**src/rtl/rectangle_pkg.sv**
```systemverilog
// Shared constants, types and helpers for the RECTANGLE-80 key schedule.
package rectangle_pkg;

    localparam int unsigned KEY_W     = 80;
    localparam int unsigned BLK_W     = 64;
    localparam int unsigned ROW_W     = 16;
    localparam int unsigned NUM_ROWS  = 5;
    localparam int unsigned SBOX_COLS = 4;
    localparam int unsigned NIB_W     = 4;
    localparam int unsigned RC_W      = 5;
    localparam int unsigned IDX_W     = 5;
    localparam int unsigned NUM_RK    = 26;

    localparam logic [RC_W-1:0] RC_INIT = 5'h01;

    // S-box entry i lives at bits [4i+3:4i]: 6,5,C,A,1,E,7,9,B,0,3,D,8,F,4,2
    localparam logic [63:0] SBOX_TABLE = 64'h24F8_D30B_97E1_AC56;

    typedef enum logic {
        IDLE = 1'b0,
        EMIT = 1'b1
    } state_e;

    function automatic logic [RC_W-1:0] lfsr_next(input logic [RC_W-1:0] rc);
        return {rc[3:0], rc[4] ^ rc[2]};
    endfunction

    function automatic logic [ROW_W-1:0] rotl8(input logic [ROW_W-1:0] x);
        return {x[7:0], x[15:8]};
    endfunction

    function automatic logic [ROW_W-1:0] rotl12(input logic [ROW_W-1:0] x);
        return {x[3:0], x[15:4]};
    endfunction

endpackage

```
**src/rtl/rectangle_sbox.sv**
```systemverilog
// 4-bit RECTANGLE S-box, purely combinational; shared with the datapath SubColumn layer.
module rectangle_sbox
    import rectangle_pkg::*;
(
    input  logic [NIB_W-1:0] nib,
    output logic [NIB_W-1:0] sub_c
);

    always_comb begin
        sub_c = SBOX_TABLE[{nib, 2'b00} +: NIB_W];
    end

endmodule

```
**src/rtl/rectangle_key_schedule.sv**
```systemverilog
// RECTANGLE-80 key schedule: emits 26 round keys over a valid/ready handshake,
// advancing the 80-bit key state once per accepted key.
module rectangle_key_schedule
    import rectangle_pkg::*;
(
    input  logic              clk,
    input  logic              rst_n,
    input  logic              start,
    input  logic [KEY_W-1:0]  key_in,
    output logic              busy,
    output logic              rk_valid,
    input  logic              rk_ready,
    output logic [BLK_W-1:0]  rk_out,
    output logic [IDX_W-1:0]  rk_idx,
    output logic              done
);

    state_e             state_q, state_d;
    logic [KEY_W-1:0]   key_q, key_d, key_upd;
    logic [RC_W-1:0]    rc_q, rc_d;
    logic [IDX_W-1:0]   idx_q, idx_d;
    logic               done_q, done_d;

    logic [ROW_W-1:0]   row  [NUM_ROWS];
    logic [ROW_W-1:0]   srow [NUM_ROWS];
    logic [ROW_W-1:0]   mrow [NUM_ROWS];
    logic [NIB_W-1:0]   col_in  [SBOX_COLS];
    logic [NIB_W-1:0]   col_out [SBOX_COLS];

    // Split key state into rows, row 0 in the least significant bits
    always_comb begin
        for (int r = 0; r < int'(NUM_ROWS); r++) begin
            row[r] = key_q[r*ROW_W +: ROW_W];
        end
    end

    // S-box layer only touches the four lowest columns
    for (genvar j = 0; j < SBOX_COLS; j++) begin : g_sbox
        assign col_in[j] = {row[3][j], row[2][j], row[1][j], row[0][j]};

        rectangle_sbox u_sbox (
            .nib   (col_in[j]),
            .sub_c (col_out[j])
        );
    end

    always_comb begin
        for (int r = 0; r < int'(NUM_ROWS); r++) begin
            srow[r] = row[r];
        end
        for (int j = 0; j < int'(SBOX_COLS); j++) begin
            srow[0][j] = col_out[j][0];
            srow[1][j] = col_out[j][1];
            srow[2][j] = col_out[j][2];
            srow[3][j] = col_out[j][3];
        end
    end

    // Row mix (generalised Feistel) plus round-constant injection
    always_comb begin
        mrow[0] = rotl8(srow[0]) ^ srow[1];
        mrow[1] = srow[2];
        mrow[2] = srow[3];
        mrow[3] = rotl12(srow[3]) ^ srow[4];
        mrow[4] = srow[0];
        mrow[0][RC_W-1:0] = mrow[0][RC_W-1:0] ^ rc_q;
        key_upd = {mrow[4], mrow[3], mrow[2], mrow[1], mrow[0]};
    end

    // Next-state and datapath control
    always_comb begin
        state_d = state_q;
        key_d   = key_q;
        rc_d    = rc_q;
        idx_d   = idx_q;
        done_d  = 1'b0;

        case (state_q)
            IDLE: begin
                if (start) begin
                    key_d   = key_in;
                    rc_d    = RC_INIT;
                    idx_d   = '0;
                    state_d = EMIT;
                end
            end
            EMIT: begin
                if (rk_ready) begin
                    if (idx_q == IDX_W'(NUM_RK - 1)) begin
                        state_d = IDLE;
                        done_d  = 1'b1;
                    end else begin
                        key_d = key_upd;
                        rc_d  = lfsr_next(rc_q);
                        idx_d = idx_q + IDX_W'(1);
                    end
                end
            end
            default: begin
                state_d = IDLE;
            end
        endcase
    end

    always_ff @(posedge clk or negedge rst_n) begin
        if (!rst_n) begin
            state_q <= IDLE;
            key_q   <= '0;
            rc_q    <= RC_INIT;
            idx_q   <= '0;
            done_q  <= 1'b0;
        end else begin
            state_q <= state_d;
            key_q   <= key_d;
            rc_q    <= rc_d;
            idx_q   <= idx_d;
            done_q  <= done_d;
        end
    end

    assign busy     = (state_q == EMIT);
    assign rk_valid = (state_q == EMIT);
    assign rk_out   = key_q[BLK_W-1:0];
    assign rk_idx   = idx_q;
    assign done     = done_q;

endmodule

```
**config.mk**
```make
export PLATFORM = sky130hd
export DESIGN_NAME = rectangle_key_schedule
export DESIGN_NICKNAME = d
export VERILOG_FILES = /design/src/rtl/rectangle_pkg.sv /design/src/rtl/rectangle_sbox.sv /design/src/rtl/rectangle_key_schedule.sv
export SDC_FILE = /design/constraint.sdc
export NUM_CORES = 1
export LEC_CHECK = 0
export ABC_AREA = 1
export BUFFER_PORTS_ARGS = -buffer_cell sky130_fd_sc_hd__buf_4
export CELL_PAD_IN_SITES_DETAIL_PLACEMENT = 1
export CELL_PAD_IN_SITES_GLOBAL_PLACEMENT = 2
export CORE_ASPECT_RATIO = 1.75
export CORE_MARGIN = 1
export CORE_UTILIZATION = 29
export CTS_BUF_LIST = sky130_fd_sc_hd__clkbuf_16
export CTS_CLUSTER_SIZE = 14
export DETAILED_ROUTE_END_ITERATION = 12
export GPL_TIMING_DRIVEN = 0
export PLACE_DENSITY = 0.85
export RECOVER_POWER = 50
export SYNTH_ARGS = -nofsm -noshare
export SYNTH_HDL_FRONTEND = slang
export SYNTH_SLANG_ARGS = --single-unit
```
**constraint.sdc**
```tcl
create_clock -name clk -period 1.95 [get_ports clk]
set_input_delay 0 -clock clk [delete_from_list [all_inputs] [get_ports clk]]
set_output_delay 0 -clock clk [all_outputs]
set_load 0.1 [all_outputs]
```
==> summary.txt, run 1 <==
Clocking
  – Max Root-Sink Buffers: 2
  – CTS tree: built
  – CTS root buffer: clkbuf_16
  – Clk Latency, worst-skew pair: 350 ps
  – Total CTS buffers: 9
  – Sink Count: 92
  – H-Tree Depth: 3
  – Clk pin slew, worst setup/hold paths: 70 ps

STA
  – Fin Clk Skew: 8.48 ps
  – Final setup vio count: 0
  – Fin crit share: 94.8%
  – Fmax: 541 MHz
  – Worst Max-Slew Pin Slew: 1170 ps
  – Worst setup margin: 102 ps
  – Worst hold margin: -1.85 ps
  – RSZ-0062 raised after global routing: no
  – Final Hold Vio Count: 2
  – Slew margin rel.: 22.5%
  – Shortest period the worst path allows: 1850 ps
  – Fin. max-slew vios: 0
  – Setup_tns: 0 ps

Detailed routing
  – DRC viols: 0
  – Via Count: 6417
  – Initial drt markers: 213
  – Drt wl/cell: 18.8 um
  – Final wirelength: 24.8 mm
  – DR vias/cell: 4.86
  – First-pass DRT Iterations: 7
  – Post-route ant nets: 0

Cells and area
  – Share of layout cells above drive strength 1: 25.8%
  – Footprint of the multi-input gates: 2770 um^2
  – Nets: 1174
  – Final core utilization: 40.9%
  – Storage cell area: 2310 um^2
  – ANT cells: 0
  – FILL cells: 2555
  – Area delta synth->final: 38.1%

Global routing
  – Grt ovf: 0
  – Vias in the first global route: 6657
  – Total track usage: 23.5%
  – Initial antenna violation count: 0
  – Largest net degree at the start of global routing: 93
  – First-pass GRT wire length: 37.7 mm

Outcome
  – Status: complete, but fails checks
  – Failing checks: negative hold slack

Synth
  – Yosys warnings: 0
  – Gate Count Post-Synth: 844
  – Unique masters post-synth: 28
  – Sequential area share after synthesis: 38.3%
  – Syn Area/Cell: 7.13 um^2
  – Synthesized cell area: 6010 um^2
  – FF+latch count, synth: 92
  – Mapped Nets: 950

Worst hold path
  – Hold Crit Class: primary input to flop

Die
  – Row Count: 69
  – Die ar.: 21300 um^2
  – Top Ports: 156
  – Initial Util: 29.6%
  – Core area: 20300 um^2
  – Die span in x: 111 um
  – Die Height: 193 um

Placement
  – Final HPWL DP: 17.8 mm
  – Routability congestion estimate: 0.831
  – Buffers on Ports: 155
  – Dpl ws: -128 ps

Setup path
  – CP Capture Type: flop
  – Worst path required time: 2170 ps
  – Crit path max fanout: 10
  – Crit path DAT: 2070 ps
  – CP startpoint kind: flop
  – CP Class: flop to flop

Power
  – VDD IR-drop max: 1.06 mV
  – Pwr dens: 1990 nW/um^2
  – Lkg Pwr: 4.49 nW

Run
  – Maxcap violations: 0
-- state kept, by name, indices dropped and copies added (netlist names) --
register and cells:
busy 1, rc_q 5, rk_idx 5, done 1, key_q 80
-- synthesized netlist by cell type, drive strengths merged --
master	instances	share of area, %
nand2	334	21
dfrtp	91	38
buf	90	11
o21ai	78	6.5
inv	68	4.2
nand3	44	4.0
a21oi	30	2.5
nor2	23	1.5
ha	22	4.6
o211ai	14	1.7
clkbuf	12	0.75
nand4	8	0.83
or2	6	0.62
mux2i	5	0.83
o22ai	5	0.52
nand3b	4	0.50
xor2	3	0.44
a21o	2	0.25
a22oi	2	0.25
a31o	1	0.15
dfstp	1	0.44
xnor2	1	0.15
-- report_power, final --
| group | total (mW) | leakage [nW] | internal, mW | switching (mW) |
|---|---|---|---|---|
| combinational | 10.9 | 3.22 | 3.04 | 7.83 |
| sequential | 3.88 | 1.12 | 2.75 | 1.13 |
| clock | 1.78 | 0.145 | 0.980 | 0.804 |
-- metal layers --
metal | share of wire [%] | up-vias | GRT usage [%]
met5 | 0 | - | 0
met4 | 4.2 | 0 | 10.6
li1 | - | 3072 | -
met2 | 53 | 176 | 44.1
met1 | 40 | 3111 | 26.7
met3 | 3.2 | 58 | 2.42
-- critical path, cell delays in order (launching register included) --
cell	delay, ps
dfrtp_2	420
buf_4	160
inv_2	110
clkbuf_1	640
a21oi_1	110
a22oi_1	190
o21ai_0	90
-- area by class of cell --
| cell class | count | area share (%) |
|---|---|---|
| plain buffers | 101 | 8.40 |
| flip-flops and latches | 92 | 27.8 |
| repair buffers | 214 | 20.2 |
| well taps | 248 | 3.73 |
| inverters | 68 | 3.07 |
| clock buffers | 9 | 2.71 |
| clock inverters | 7 | 0.738 |
| multi-input cells | 582 | 33.4 |
-- path summary, 6_finish.rpt --
| check | to | start | slack [ps] | depth (start not counted) |
|---|---|---|---|---|
| worst max-delay path | key_q[19] | busy | 100 | 6 |
| worst min-delay path | key_q[67] | key_in[67] | -2 | 5 |
| worst max register to register | key_q[19] | busy | 100 | 6 |
| worst min register to register | key_q[41] | key_q[41] | 510 | 2 |
| max in group asynchronous | rk_idx[0] | rst_n | 1080 | 3 |
| min in group asynchronous | key_q[33] | rst_n | 50 | 2 |
-- timing repair --
action                                  CTS  global route
hold buffers                             58             0
setup buffers                             0             0
gates resized for setup                   3            13
hold endpoints to repair                123             0
endpoints found under the setup margin   23            54
-- cells in the final DEF, fill, tap and decap left out --
master         count
inv_1             69
dfrtp_2            3
dfstp_2            1
nand3_1           42
or2_2              6
o211ai_1          14
nand4_1            8
buf_2             15
a22oi_1            2
dlygate4sd3_1     58
buf_6              3
ha_1              22
o21ai_0           78
mux2i_1            5
buf_4            188
o22ai_1            5
a31o_2             1
xnor2_1            1
bufinv_16          1
clkbuf_1           9
clkbuf_16          9
clkbuf_4           3
nor2_1            22
nor2_2             1
xor2_1             3
a21oi_1           30
nand3_2            1
clkinv_2           1
a21o_1             2
clkbuf_2          38
nand3b_1           4
inv_2              2
nand2_1          334
buf_16             1
nand3_4            1
clkinvlp_4         2
dfrtp_1           88
-- stage by stage --
| step | total power [mW] | std cells | area [um^2] |
|---|---|---|---|
| after global placement | 14.7 | 1247 | 7490 |
| final | 16.5 | 1321 | 8310 |
| after CTS | 16.8 | 1320 | 8360 |
| after detailed placement | 14.8 | 1247 | 7490 |
| after global routing | 17.6 | 1321 | 8310 |
| after floorplan | 12.3 | 844 | 6020 |
-- logic make-up (layout without fill, tap and decap cells) --
kind of cell / after synthesis / in the layout / share of synthesized area (%)
XOR/XNOR: 4 / 4 / 0.583
adder cells (fa/ha/maj): 22 / 22 / 4.58
buffers and inverters: 170 / 399 / 15.6
AND/OR/NAND/NOR: 419 / 419 / 28.2
AO/OA/AOI/OAI: 132 / 132 / 11.9
flip-flops: 92 / 92 / 38.3
multiplexers: 5 / 5 / 0.832
Power figures use the tool's default switching activity.
==> run 2: changes to the inputs <==
ABC_AREA = not set   (was 1)
CORE_UTILIZATION = 32   (was 29)
PLACE_DENSITY = 0.86   (was 0.85)
==> run 2 against run 1 <==
- the run still ends with negative hold slack left
- critical path depth grew 2
- die area decreased by 14%
- core utilization rose by 5.7 points
- cell count decreased by 17%
- fmax down 3.3%
- global-route usage up 0.71 points
- critical endpoint unchanged
==> summary.txt, run 2 <==
Outcome
  – Status: complete, but fails checks
  – Failing checks: negative hold slack

Clocking
  – CTS root buffer: clkbuf_16
  – Clk Latency, worst-skew pair: 340 ps (about the same)
  – Total CTS buffers: 9 (unchanged)
  – Sink Count: 92 (unchanged)
  – H-Tree Depth: 3 (unchanged)
  – CTS tree: built
  – Clk pin slew, worst setup/hold paths: 70 ps (about the same)
  – Max Root-Sink Buffers: 2 (unchanged)

Placement
  – Dpl cell area: 7190 um^2 (-4.0%)
  – Final HPWL DP: 15.9 mm (-11%)
  – Routability congestion estimate: 0.847 (+1.9%)
  – Buffers on Ports: 155 (unchanged)

Global routing
  – Largest net degree at the start of global routing: 93 (unchanged)
  – First-pass GRT wire length: 32.3 mm (-15%)
  – Total track usage: 24.2% (+0.71 points)
  – Initial antenna violation count: 0 (unchanged)
  – Vias in the first global route: 5738 (-14%)
  – Grt ovf: 0 (unchanged)

Cells and area
  – Reg with most FFs: key_q
  – Number of flip-flops in the largest register: 80 (unchanged)
  – FILL cells: 2033 (-20%)
  – Share of layout cells above drive strength 1: 36.6% (+11 points)
  – Nets: 965 (-18%)
  – Leading cell types in the layout, fill and taps excluded: buf_4 (164), nand2_1 (98), dfrtp_1 (77)
  – Fin area: 8180 um^2 (-1.5%)
  – Area delta synth->final: 42.9%
  – Final core utilization: 46.7% (+5.7 points)
  – ANT cells: 0 (unchanged)
  – Most common cell after layout, fill and taps aside: buf_4

Synth
  – Synthesized cell area: 5730 um^2 (-4.8%)
  – Xor and xnor fraction of the mapped netlist area: 5.96% (+5.4 points)
  – Yosys warnings: 0 (unchanged)
  – Count leader, synth: nand2_1
  – Commonest cells in the netlist: nand2_1 (99), dfrtp_1 (91), o21ai_0 (81), buf_4 (67), mux2i_1 (48)
  – Post-Synth Adder-Cell Area: 4.81% (+0.23 points)
  – Gate Count Post-Synth: 616 (-27%)
  – Sequential area share after synthesis: 40.2% (+1.9 points)
  – Area share of the largest cell type after synthesis: 39.8% (+1.9 points)
  – Most area-consuming cells after synthesis: dfrtp_1 (40%), buf_4 (8.8%), mux2i_1 (8.4%)
  – Largest area contributor in the synthesized netlist: dfrtp_1
  – FF+latch count, synth: 92 (unchanged)
  – Largest family of logic cells by synthesized area: buffers and inverters
  – Post-synth EDFFs: 0 (unchanged)
  – Mapped Nets: 722 (-24%)
  – Ys flop type: dfrtp_1
  – Unique masters post-synth: 36 (+29%)
  – Mux contribution to synthesized area: 9.96% (+9.1 points)
  – Syn Area/Cell: 9.30 um^2 (+30%)
  – Ys async rst share: 100% (unchanged)
  – Complex-gate fraction of the synthesized area: 13.1% (+1.2 points)
  – Simple-gate share of the synthesized area: 12.5% (-16 points)

STA
  – Shortest period the worst path allows: 1910 ps (+64.1 ps)
  – Final Hold Vio Count: 2 (unchanged)
  – Slew margin rel.: 9.37% (-13 points)
  – Setup_tns: 0 ps (unchanged)
  – Fmax: 523 MHz (-3.3%)
  – Worst hold margin: -9.08 ps (-7.23 ps)
  – Fin Clk Skew: 10.0 ps (+1.55 ps)
  – Final setup vio count: 0 (unchanged)
  – Worst Max-Slew Pin Slew: 1360 ps (+192 ps)
  – Fin crit share: 98.1% (+3.3 points)
  – Fin. max-slew vios: 0 (unchanged)

Detailed routing
  – DR vias/cell: 4.95 (+1.9%)
  – Post-route ant nets: 0 (unchanged)
  – First-pass DRT Iterations: 4 (-3)
  – DRC viols: 0 (unchanged)
  – Via Count: 5420 (-16%)
  – Final wirelength: 22.0 mm (-11%)
  – Drt wl/cell: 20.1 um (+7.4%)
  – Initial drt markers: 117 (-45%)

Die
  – Initial Util: 32.7% (+3.0 points)
  – Die ar.: 18500 um^2 (-14%)
  – Die Height: 179 um (-7.0%)
  – Core area: 17500 um^2 (-14%)
  – Top Ports: 156 (unchanged)
  – Die span in x: 103 um (-7.0%)
  – Row Count: 64 (-7.2%)

Worst hold path
  – Hold Path Depth: 3 (-2)
  – Hold Crit Class: primary input to flop
  – Hold wc startpoint: key_in[48]

Setup path
  – Crit path from: rk_idx[0]
  – RR Startpoint: rk_idx[0]
  – Crit path max fanout: 9 (-1)
  – Crit-path leading delay family: flip-flops
  – CP Class: flop to flop
  – Critical path, cell by cell: ha_4 -> nand4b_4 -> and2_4 -> buf_6 -> nor2_8 -> clkbuf_16 -> buf_12 -> a221o_1
  – WP depth: 8 (+2)
  – CP startpoint kind: flop
  – Path depth of the worst reg2reg path: 8 (+2)
  – WP buf/inv: 3 (unchanged)
  – Worst path required time: 2180 ps (about the same)
  – Largest stage delay, worst path: 510 ps (-130 ps)
  – Critical Path Slowest Stage Cell: dfrtp_4
  – CP Capture Type: flop
  – Crit path DAT: 2140 ps (+70 ps)

Run
  – Maxcap violations: 0 (unchanged)
[run 2: cell types whose count changed in the layout (fill, tap and decap cells not counted), sizes merged, moves of 29 or more]
cell / delta
mux2i: +43
nand2: -235
xnor2: +29
inv: -59
nand3: -39
clkbuf: +37
[run 2: cell type report]
cell class,instances,area (um^2),area share (%)
flip-flops and latches,92,2330,28.4
multi-input cells,410,2700,32.9
plain buffers,105,813,9.94
clock buffers,9,225,2.75
repair buffers,232,1770,21.6
inverters,9,36.3,0.443
clock inverters,7,28.8,0.352
well taps,231,289,3.53
[run 2: final timing paths]
kind | slack, ps | to
min in group asynchronous | 510 | key_q[36]
max | 40 | key_q[19]
max in group asynchronous | 390 | rk_idx[1]
min | -9 | key_q[48]
max reg2reg | 40 | key_q[19]
min reg2reg | 510 | key_q[71]
[run 2: logic make-up (layout without fill, tap and decap cells)]
family	after synthesis	in the layout
AND/OR/NAND/NOR	160	160
AO/OA/AOI/OAI	133	133
buffers and inverters	114	362
flip-flops	92	92
multiplexers	56	56
XOR/XNOR	39	39
adder cells (fa/ha/maj)	22	22
[run 2: stage by stage]
| step | instances | hold slack, ps | setup WS (ps) |
|---|---|---|---|
| floorplan | 616 | -296 | 26.8 |
| global placement | 1002 | 224 | -239 |
| detailed placement | 1002 | 228 | -338 |
| CTS | 1080 | 7.22 | -7.30 |
| global route | 1095 | 5.87 | -28.3 |
| finish | 1095 | -9.08 | 37.7 |
[run 2: repair_timing]
action,4_1_cts,5_1_grt
endpoints found under the setup margin,78,80
cloned,0,3
resized for setup,27,30
pin swaps,1,5
setup buffers,3,11
hold buffers,59,1
hold endpoints to repair,145,1
[run 2: worst register-to-register path: stages (launching register included)]
cell and delay, ps:
dfrtp_4 510, ha_4 180, nand4b_4 110, and2_4 150, buf_6 150, nor2_8 80
clkbuf_16 190, buf_12 130, a221o_1 300
[run 2: layer usage]
metal / GRT usage, % / vias to the layer above / routed length [um]
met1: 25.5 / 2712 / 7890
met5: 0 / - / 0
met2: 46.6 / 158 / 12600
met3: 2.61 / 54 / 642
li1: - / 2496 / -
met4: 11.3 / 0 / 949
Power of run 2 is left out: the tool's default activity adds up to more than one toggle a clock period on the data nets, which glitch-free logic cannot reach.
